## src/rtl/dither_pkg.sv

```systemverilog
// ---------------------------------------------------------------------------
// dither_pkg
// Shared constants for the blue-noise dither feeder: default noise-tile
// dimensions, pixel/word geometry and the per-frame vertical offset
// multiplier used when temporal dithering (TEMPORAL_DITHER_EN) is built.
// ---------------------------------------------------------------------------
package dither_pkg;

    // Default noise tile: 16 words wide, 64 lines tall
    localparam int X_BITS_DEF   = 4;
    localparam int Y_BITS_DEF   = 6;

    // Pixel and packed-word geometry
    localparam int PIX_BITS     = 8;
    localparam int PIX_PER_WORD = 4;
    localparam int WORD_BITS    = PIX_BITS * PIX_PER_WORD;
    localparam int PHASE_BITS   = $clog2(PIX_PER_WORD);

    // Vertical noise offset advances this many lines per frame
    localparam int FC_Y_MUL     = 3;

endpackage

```

## src/rtl/dither_word_packer.sv

```systemverilog
// ---------------------------------------------------------------------------
// dither_word_packer
// Collects four consecutive 8-bit pixels into one 32-bit word, leftmost
// pixel in the top byte. A clear in the same cycle as a pixel restarts the
// word so that pixel becomes slot 0.
// Ports:
//   i_clk, i_rstn   clock, asynchronous active-low reset
//   i_clr           discard any held pixels (line/frame boundary)
//   i_pix_valid     i_pix carries a pixel this cycle
//   i_pix           grayscale pixel
//   o_word          assembled word, valid while o_word_done is high
//   o_word_done     this cycle's pixel completes a word (combinational)
//   o_partial       pixels are currently held (phase != 0)
// ---------------------------------------------------------------------------
module dither_word_packer
    import dither_pkg::*;
(
    input  logic                  i_clk,
    input  logic                  i_rstn,
    input  logic                  i_clr,
    input  logic                  i_pix_valid,
    input  logic [PIX_BITS-1:0]   i_pix,
    output logic [WORD_BITS-1:0]  o_word,
    output logic                  o_word_done,
    output logic                  o_partial
);

    logic [PHASE_BITS-1:0] r_phase;
    logic [PHASE_BITS-1:0] w_phase;
    logic [PIX_BITS-1:0]   r_pix0;
    logic [PIX_BITS-1:0]   r_pix1;
    logic [PIX_BITS-1:0]   r_pix2;

    // A boundary takes effect before the pixel of the same cycle
    assign w_phase     = i_clr ? '0 : r_phase;
    assign o_word_done = i_pix_valid && (w_phase == PHASE_BITS'(PIX_PER_WORD - 1));
    assign o_word      = {r_pix0, r_pix1, r_pix2, i_pix};
    assign o_partial   = (r_phase != '0);

    // Store the pixel at its slot; the fourth pixel is consumed directly
    // from i_pix, so only slots 0..2 need storage
    always_ff @(posedge i_clk or negedge i_rstn) begin
        if (!i_rstn) begin
            r_phase <= '0;
            r_pix0  <= '0;
            r_pix1  <= '0;
            r_pix2  <= '0;
        end else if (i_pix_valid) begin
            r_phase <= o_word_done ? '0 : w_phase + PHASE_BITS'(1);
            case (w_phase)
                PHASE_BITS'(0): r_pix0 <= i_pix;
                PHASE_BITS'(1): r_pix1 <= i_pix;
                PHASE_BITS'(2): r_pix2 <= i_pix;
                default: ;
            endcase
        end else if (i_clr) begin
            r_phase <= '0;
        end
    end

endmodule

```

## src/rtl/dither_pixel_packer.sv

```systemverilog
// ---------------------------------------------------------------------------
// dither_pixel_packer
// Upstream feeder for the blue-noise dither stage. Packs 4 pixels per word
// and tags each word with its noise-tile coordinates (word index within the
// line, line index within the frame). Flags lines/frames that end with a
// partial word.
// Optional feature: define TEMPORAL_DITHER_EN to offset the coordinates by
// a per-frame counter (x + fc, y + 3*fc) so the noise moves every frame.
// Ports:
//   i_clk, i_rstn      clock, asynchronous active-low reset
//   i_frame_start      frame boundary pulse (wins over i_line_start)
//   i_line_start       line boundary pulse
//   i_pix_valid, i_pix pixel input
//   o_vout             packed word, pixel 0 in [31:24]
//   o_vout_valid       one-cycle pulse per word
//   o_x_pos, o_y_pos   noise column/row for o_vout
//   o_align_err        sticky partial-word flag
//   i_err_clr          clears o_align_err (a simultaneous set wins)
// ---------------------------------------------------------------------------
module dither_pixel_packer
    import dither_pkg::*;
#(
    parameter int X_BITS = X_BITS_DEF,
    parameter int Y_BITS = Y_BITS_DEF
) (
    input  logic                  i_clk,
    input  logic                  i_rstn,
    input  logic                  i_frame_start,
    input  logic                  i_line_start,
    input  logic                  i_pix_valid,
    input  logic [PIX_BITS-1:0]   i_pix,
    input  logic                  i_err_clr,
    output logic [WORD_BITS-1:0]  o_vout,
    output logic                  o_vout_valid,
    output logic [X_BITS-1:0]     o_x_pos,
    output logic [Y_BITS-1:0]     o_y_pos,
    output logic                  o_align_err
);

    logic                 w_boundary;
    logic [WORD_BITS-1:0] w_word;
    logic                 w_word_done;
    logic                 w_partial;
    logic [X_BITS-1:0]    w_x_pos;
    logic [Y_BITS-1:0]    w_y_pos;
    logic [X_BITS-1:0]    r_xw;
    logic [Y_BITS-1:0]    r_yl;

    assign w_boundary = i_frame_start | i_line_start;

    dither_word_packer u_packer (
        .i_clk       (i_clk),
        .i_rstn      (i_rstn),
        .i_clr       (w_boundary),
        .i_pix_valid (i_pix_valid),
        .i_pix       (i_pix),
        .o_word      (w_word),
        .o_word_done (w_word_done),
        .o_partial   (w_partial)
    );

`ifdef TEMPORAL_DITHER_EN
    logic [3:0] r_fc;

    // Frame counter shifts the noise tile every frame
    always_ff @(posedge i_clk or negedge i_rstn) begin
        if (!i_rstn) begin
            r_fc <= '0;
        end else if (i_frame_start) begin
            r_fc <= r_fc + 4'd1;
        end
    end

    assign w_x_pos = r_xw + X_BITS'(r_fc);
    assign w_y_pos = r_yl + Y_BITS'(FC_Y_MUL * r_fc);
`else
    assign w_x_pos = r_xw;
    assign w_y_pos = r_yl;
`endif

    // Word/line counters. A completed word can never coincide with a
    // boundary (the boundary forces the pixel into slot 0), so the boundary
    // clear and the word increment are mutually exclusive.
    always_ff @(posedge i_clk or negedge i_rstn) begin
        if (!i_rstn) begin
            r_xw <= '0;
            r_yl <= '0;
        end else begin
            if (w_boundary) begin
                r_xw <= '0;
            end else if (w_word_done) begin
                r_xw <= r_xw + X_BITS'(1);
            end
            if (i_frame_start) begin
                r_yl <= '0;
            end else if (i_line_start) begin
                r_yl <= r_yl + Y_BITS'(1);
            end
        end
    end

    // Output register: word and coordinates hold between pulses
    always_ff @(posedge i_clk or negedge i_rstn) begin
        if (!i_rstn) begin
            o_vout       <= '0;
            o_vout_valid <= 1'b0;
            o_x_pos      <= '0;
            o_y_pos      <= '0;
        end else begin
            o_vout_valid <= w_word_done;
            if (w_word_done) begin
                o_vout  <= w_word;
                o_x_pos <= w_x_pos;
                o_y_pos <= w_y_pos;
            end
        end
    end

    // Sticky alignment error: set on a boundary that drops held pixels
    always_ff @(posedge i_clk or negedge i_rstn) begin
        if (!i_rstn) begin
            o_align_err <= 1'b0;
        end else if (w_boundary && w_partial) begin
            o_align_err <= 1'b1;
        end else if (i_err_clr) begin
            o_align_err <= 1'b0;
        end
    end

endmodule

```

## config.mk

```make
export PLATFORM = sky130hd
export DESIGN_NAME = dither_pixel_packer
export DESIGN_NICKNAME = d
export VERILOG_FILES = /design/src/rtl/dither_pkg.sv /design/src/rtl/dither_word_packer.sv /design/src/rtl/dither_pixel_packer.sv
export SDC_FILE = /design/constraint.sdc
export NUM_CORES = 1
export LEC_CHECK = 0
export CAP_MARGIN = 20
export CELL_PAD_IN_SITES_DETAIL_PLACEMENT = 0
export CELL_PAD_IN_SITES_GLOBAL_PLACEMENT = 1
export CORE_UTILIZATION = 43
export DETAILED_ROUTE_END_ITERATION = 8
export PLACE_DENSITY_LB_ADDON = 0.1
export SYNTH_ARGS = -nofsm -noshare
export SYNTH_HDL_FRONTEND = slang
export SYNTH_SLANG_ARGS = --single-unit
```

## constraint.sdc

```tcl
create_clock -name i_clk -period 4.9 [get_ports i_clk]
set_input_delay 0.49 -clock i_clk [delete_from_list [all_inputs] [get_ports i_clk]]
set_output_delay 0.49 -clock i_clk [all_outputs]
set_load 0.02 [all_outputs]
```

==> metrics.txt, run 1 <==
outcome=completed; r2r setup slk=2750 ps; headroom to the max-slew limit=between 30 and 40%; Syn Area/Cell=approximately 17 sq um; Seq pwr share=~48%; DP HPWL=between 3 and 4 mm; DR vias=between 1500 and 2000; DRC Markers=0; Final ANT Viol Nets=0; Filler cells=around 610; Yosys top cell by area=dfrtp_1; worst-margin pin slew=slightly below 1000 ps; WL per Instance=15.17 um; Port-buffer cells=57; Diodes inserted=0; Startpoint Class=input pin; Final Max Slew Viols=0; Worst Hold Class=in2async; Placed Instances=350; Initial Util=45.23%; die extent in x=approximately 90 um; number of vias per cell=about 4.8; CTS clk-pin slew, worst paths=roughly 90 ps; Synth Register Bits=80; Syn. warnings=0; total grt overflow=0; final weighted congestion of routability-driven global placement=roughly 0.67; final WL=5.552 mm; Area contributors post-synth=dfrtp_1 (60%), mux2_4 (17%), mux2_2 (9.7%); io pins=a little under 60; Final setup violation count=0; Pint=1204 uW; clock power share=a little under two fifths; FMAX=about 410 MHz; register area share after synthesis=roughly 60%; via count of the first global-routing pass=1843; minimum clock period=between 2000 and 2500 ps; total of max-cap violations=0; Distinct cells, synth=29; post-cts sizing count=0; Post-Synthesis Cells=between 200 and 250; Post CTS Setup Buffer Count=0; fin util=around 56%; Post-Syn Area=0.003351 sq mm; largest net degree at the start of global routing=81; setup slack after layout=about 2500 ps; Switching Share=approximately a quarter; nets@finish=278; Layout Cells excl Fill=366; power per cell area=approximately 380 mW/mm^2; deepest clock path buffer count=2; GR Util All Layers=15.25%; die height=90.28 um; CP Class=in2reg; Worst-Skew Late Latency=roughly 350 ps; Clock Root Buffer=clkbuf_8; hold_buf cts=0; Setup TNS=0 ps; pre-CTS setup slack=between 2000 and 2500 ps; DR iter-0 viols=just under 70; worst-case clock skew=7.216 ps; Area Overhead vs Synth=24.16%; Yosys top cell area share=roughly 60%; Row Count=31; first-pass GRT wire length=9.584 mm; H-tree Lvls=3; RSZ-0062 raised after global routing=false; Final Hold Fails=0; CTS Buf Count=9; peak supply drop=~0.17 mV; share of layout cells above drive strength 1=between 30% and 40%; initial antenna violation count=0; static leakage=0.001881 uW; Worst setup EP type=flip-flop; first-pass iteration count of the detailed router=4; Critical Path RT=5150 ps; net switching power=approximately 370 uW; post-route clock period utilization=between 40% and 50%; Mapped Nets=about 220; Logic pwr share=about 14%; core area=0.007408 sq mm; # clock sinks=80; DIE AREA=just over 0.008 sq mm; TritonCTS clock tree=done; crit path max fanout=between 40 and 50; CP Data Arrival Time=2680 ps
==> cell type report <==
type | instances | area, sq um | area share (%)
multi-input cells | 112 | 1206 | 28.99
well taps | 99 | 123.9 | 2.977
clock buffers | 10 | 137.6 | 3.308
repair buffers | 57 | 568.0 | 13.65
clock inverters | 6 | 115.1 | 2.767
flip-flops and latches | 80 | 2002 | 48.12
inverters | 2 | 7.507 | 0.1805
==> kinds of logic (layout without fill, tap and decap cells) <==
group                      after synthesis  after routing  share of synthesized area, %
AOI/OAI and AO/OA                        9              9                         1.979
and+or+nand+nor                         27             27                         4.780
DFF                                     80             80                         59.75
adders and majority gates                2              2                        0.7467
muxes                                   68             68                         26.92
buffers and inverters                   11             75                         4.257
xor gates and xnor gates                 6              6                         1.568
==> layout by cell type (no fill, tap or decap), drive strengths merged, types with 2 or more instances in the layout <==
cell type	netlist	final
dfrtp	80	80
mux2	66	66
clkdlybuf4s50	0	56
clkbuf	0	10
nor2	8	8
nand2	7	7
xor2	5	5
o21ai	4	4
nand4	3	3
bufinv	0	3
inv	2	3
mux2i	2	2
or3	2	2
a21oi	2	2
ha	2	2
and2	2	2
==> worst paths after layout <==
path                                      from            endpoint  cells after the start
setup / recovery                 i_frame_start           o_vout[7]                      4
hold / removal                          i_rstn          o_y_pos[4]                      1
setup reg to reg           u_packer.r_phase[0]           o_vout[7]                      3
hold reg to reg             u_packer.r_pix1[0]          o_vout[16]                      1
max in group asynchronous               i_rstn  u_packer.r_pix2[5]                      1
min in group i_clk          u_packer.r_pix1[0]          o_vout[16]                      1
==> state kept, by name, indices dropped and copies added (netlist names), 2 cells and up <==
signal            cells
o_vout               32
u_packer.r_pix0       8
o_x_pos               4
u_packer.r_pix2       8
o_y_pos               6
r_xw                  4
u_packer.r_phase      2
u_packer.r_pix1       8
r_yl                  6
==> metal layers <==
| metal | up-vias | GRT usage (%) | share of wire (%) |
|---|---|---|---|
| met4 | 0 | 5.645 | 0.99 |
| met5 | - | 0 | 0 |
| met2 | 45 | 22.39 | 44 |
| met3 | 8 | 5.724 | 5.0 |
| li1 | 826 | - | - |
| met1 | 891 | 20.58 | 50 |
==> critical path, stage by stage <==
cell and delay (ps):
clkdlybuf4s50_1 620, nor3b_4 380, and2_4 760, mux2_2 410
==> Yosys cell counts (all sizes together) <==
library cell,instances
ha,2
nor3b,1
nand3b,1
buf,9
mux2i,2
nand2,7
a21oi,2
o22ai,1
dfrtp,80
nand4,3
inv,2
nor3,1
and2,2
or3,2
nand3,1
mux2,66
xor2,5
nor2,8
or2,1
o2111ai,1
xnor2,1
o21ai,4
a311o,1
==> stage by stage <==
stage / instance area (sq um) / hold WS, ps / power, uW
after CTS: 4160 / 325.1 / 1604
after detailed placement: 3908 / 488.3 / 994.8
after global placement: 3908 / 479.6 / 990.6
final: 4160 / 289.1 / 1578
after floorplan: 3351 / 194.4 / 895.5
after global routing: 4160 / 363.1 / 1649
==> power groups by stage <==
stage | combinational (uW) | sequential (uW) | clock, uW
after CTS | 218 | 765 | 621
final | 214 | 764 | 600
after floorplan | 92.2 | 803 | 0
after detailed placement | 217 | 778 | 0
after global placement | 214 | 776 | 0
after global routing | 230 | 774 | 645
Power figures use the tool's default switching activity.
==> run 2: changes to the inputs <==
- CORE_UTILIZATION: 43 -> 39
- clock period: 4.9 -> 2.1 ns (I/O delays scaled with it)
==> metrics.txt, run 2 (synthesized netlist as in run 1, its figures left out) <==
total grt overflow=0 (unchanged); RSZ-0062 raised after global routing=false; CTS Buf Count=9 (unchanged); Final Max Slew Viols=0 (unchanged); DRC Markers=0 (unchanged); post-route clock period utilization=between 70% and 80%; worst-margin pin slew=450.2 ps (-535.8 ps); via count of the first global-routing pass=1864 (+1.1%); FMAX=around 600 MHz; share of layout cells above drive strength 1=34.78% (+1.8 points); GR Util All Layers=14.80% (-0.45 points); first-pass GRT wire length=9.804 mm (+2.3%); Final setup violation count=0 (unchanged); Clock Root Buffer=clkbuf_8; Worst-Skew Late Latency=350 ps (about the same); Diodes inserted=0 (unchanged); CP Class=reg2reg; Initial Util=40.58% (-4.7 points); FF-to-FF Start=u_packer.r_phase[0]; final WL=5.823 mm (+4.9%); die extent in x=94.69 um (+4.9%); most frequent cells in the layout=dfrtp_1 (80), clkdlybuf4s50_1 (56), mux2_4 (37), mux2_2 (29), clkbuf_8 (10); Logic pwr share=14.4% (+0.8 points); headroom to the max-slew limit=69.99% (+36 points); Final ANT Viol Nets=0 (unchanged); commonest non-fill, non-tap cell in the layout=dfrtp_1; static leakage=0.001926 uW (+2.4%); Worst Reg-to-Reg Cells=4 (+1); Startpoint Class=flip-flop; worst-case clock skew=11.95 ps (+4.731 ps); net switching power=877.1 uW (+130%); Critical R2R Capture=o_vout[7]; final weighted congestion of routability-driven global placement=0.6723 (+0.21%); DR iter-0 viols=77 (+12%); Setup TNS=0 ps (unchanged); Pint=2699 uW (+120%); first-pass iteration count of the detailed router=4 (unchanged); post-cts sizing count=0 (unchanged); DP HPWL=3.900 mm (+13%); clock power share=35.8% (-2.2 points); Area Overhead vs Synth=26.85%; initial antenna violation count=0 (unchanged); r2r setup slk=430 ps (-2320 ps); Worst Hold Class=in2async; CTS clk-pin slew, worst paths=80 ps (about the same); H-tree Lvls=3 (unchanged); Row Count=33 (+6.5%); Largest Register=o_vout; die height=94.69 um (+4.9%); Filler cells=704 (+15%); io pins=58 (unchanged); nets@finish=287 (+3.2%); crit path from=u_packer.r_phase[0]; power per cell area=841.4 mW/mm^2 (+120%); crit path max fanout=22 (-51%); CP Data Arrival Time=1900 ps (-780 ps); outcome=completed; Setup crit end=o_vout[7]; Largest register FFs=32 (unchanged); Port-buffer cells=57 (unchanged); Final Hold Fails=0 (unchanged); Switching Share=24.53% (+0.82 points); core area=0.008258 sq mm (+11%); minimum clock period=about 1700 ps; Seq pwr share=49.9% (+1.5 points); number of vias per cell=4.735 (-2.1%); Worst setup EP type=flip-flop; WHS=344.9 ps (+55.83 ps); peak supply drop=0.3986 mV (+130%); total of max-cap violations=0 (unchanged); Critical Path RT=2330 ps (-2820 ps); # clock sinks=80 (unchanged); TritonCTS clock tree=done; WL per Instance=15.28 um (+0.75%); largest net degree at the start of global routing=48 (-41%); deepest clock path buffer count=2 (unchanged); DR vias=1804 (+1.9%); DIE AREA=0.008966 sq mm (+10%)
-- run 2: what timing repair did --
item	4_1_cts	5_1_grt
hold buffers	1	0
hold endpoints to repair	33	0
setup endpoints to repair	0	0
setup buffers	0	0
-- run 2: per-stage QoR --
step                power (uW)  util, %  setup slack [ps]  area, sq um  std cells
floorplan                 2089        -             498.2         3351        203
global placement          2327    48.59             105.9         4013        364
detailed placement        2336    48.59             90.24         4013        364
CTS                       3629    51.47             414.3         4250        381
global route              3748    51.47             353.5         4250        381
finish                    3576    51.47             429.4         4250        381
-- run 2: layout make-up --
type	instances	area [sq um]	area share, %
sequential	80	2002	47.10
multi-input combinational	112	1206	28.38
timing repair buffer	66	675.6	15.90
clock buffer	10	137.6	3.238
tap	105	131.4	3.091
clock inverter	6	90.09	2.120
inverter	2	7.507	0.1766
-- run 2: critical path: stages (launching register included) --
cell and delay, ps:
dfrtp_1 490, nor3b_4 290, and2_4 230, buf_12 210
mux2_2 350
-- run 2: per-layer routing --
layer  vias up  wire [um]  GRT usage (%)  part of all wire, %
li1        848          -              -                    -
met1       905       2962          21.18                   51
met2        41       2503          21.04                   43
met3        10        238          3.382                  4.1
met4         0        119          7.197                  2.0
met5         -          0              0                    0
-- run 2: power groups by stage --
| stage | Combinational, uW | Clock [uW] | Sequential, uW |
|---|---|---|---|
| 5_1_grt | 555 | 1390 | 1810 |
| 6_report | 514 | 1280 | 1780 |
| 3_5_place_dp | 520 | 0 | 1820 |
| 3_3_place_gp | 515 | 0 | 1810 |
| 4_1_cts | 524 | 1320 | 1790 |
| 2_1_floorplan | 215 | 0 | 1870 |
-- run 2: worst min path at each step --
stage	depth (start not counted)	endpoint	slack (ps)	startpoint
3_5_place_dp	1	o_y_pos[4]	190	i_rstn
4_1_cts	2	o_y_pos[4]	350	i_rstn
5_1_grt	2	r_yl[3]	370	i_rstn
6_report	2	r_yl[3]	340	i_rstn
2_1_floorplan	0	o_align_err	-90	i_rstn
3_3_place_gp	1	o_y_pos[4]	200	i_rstn
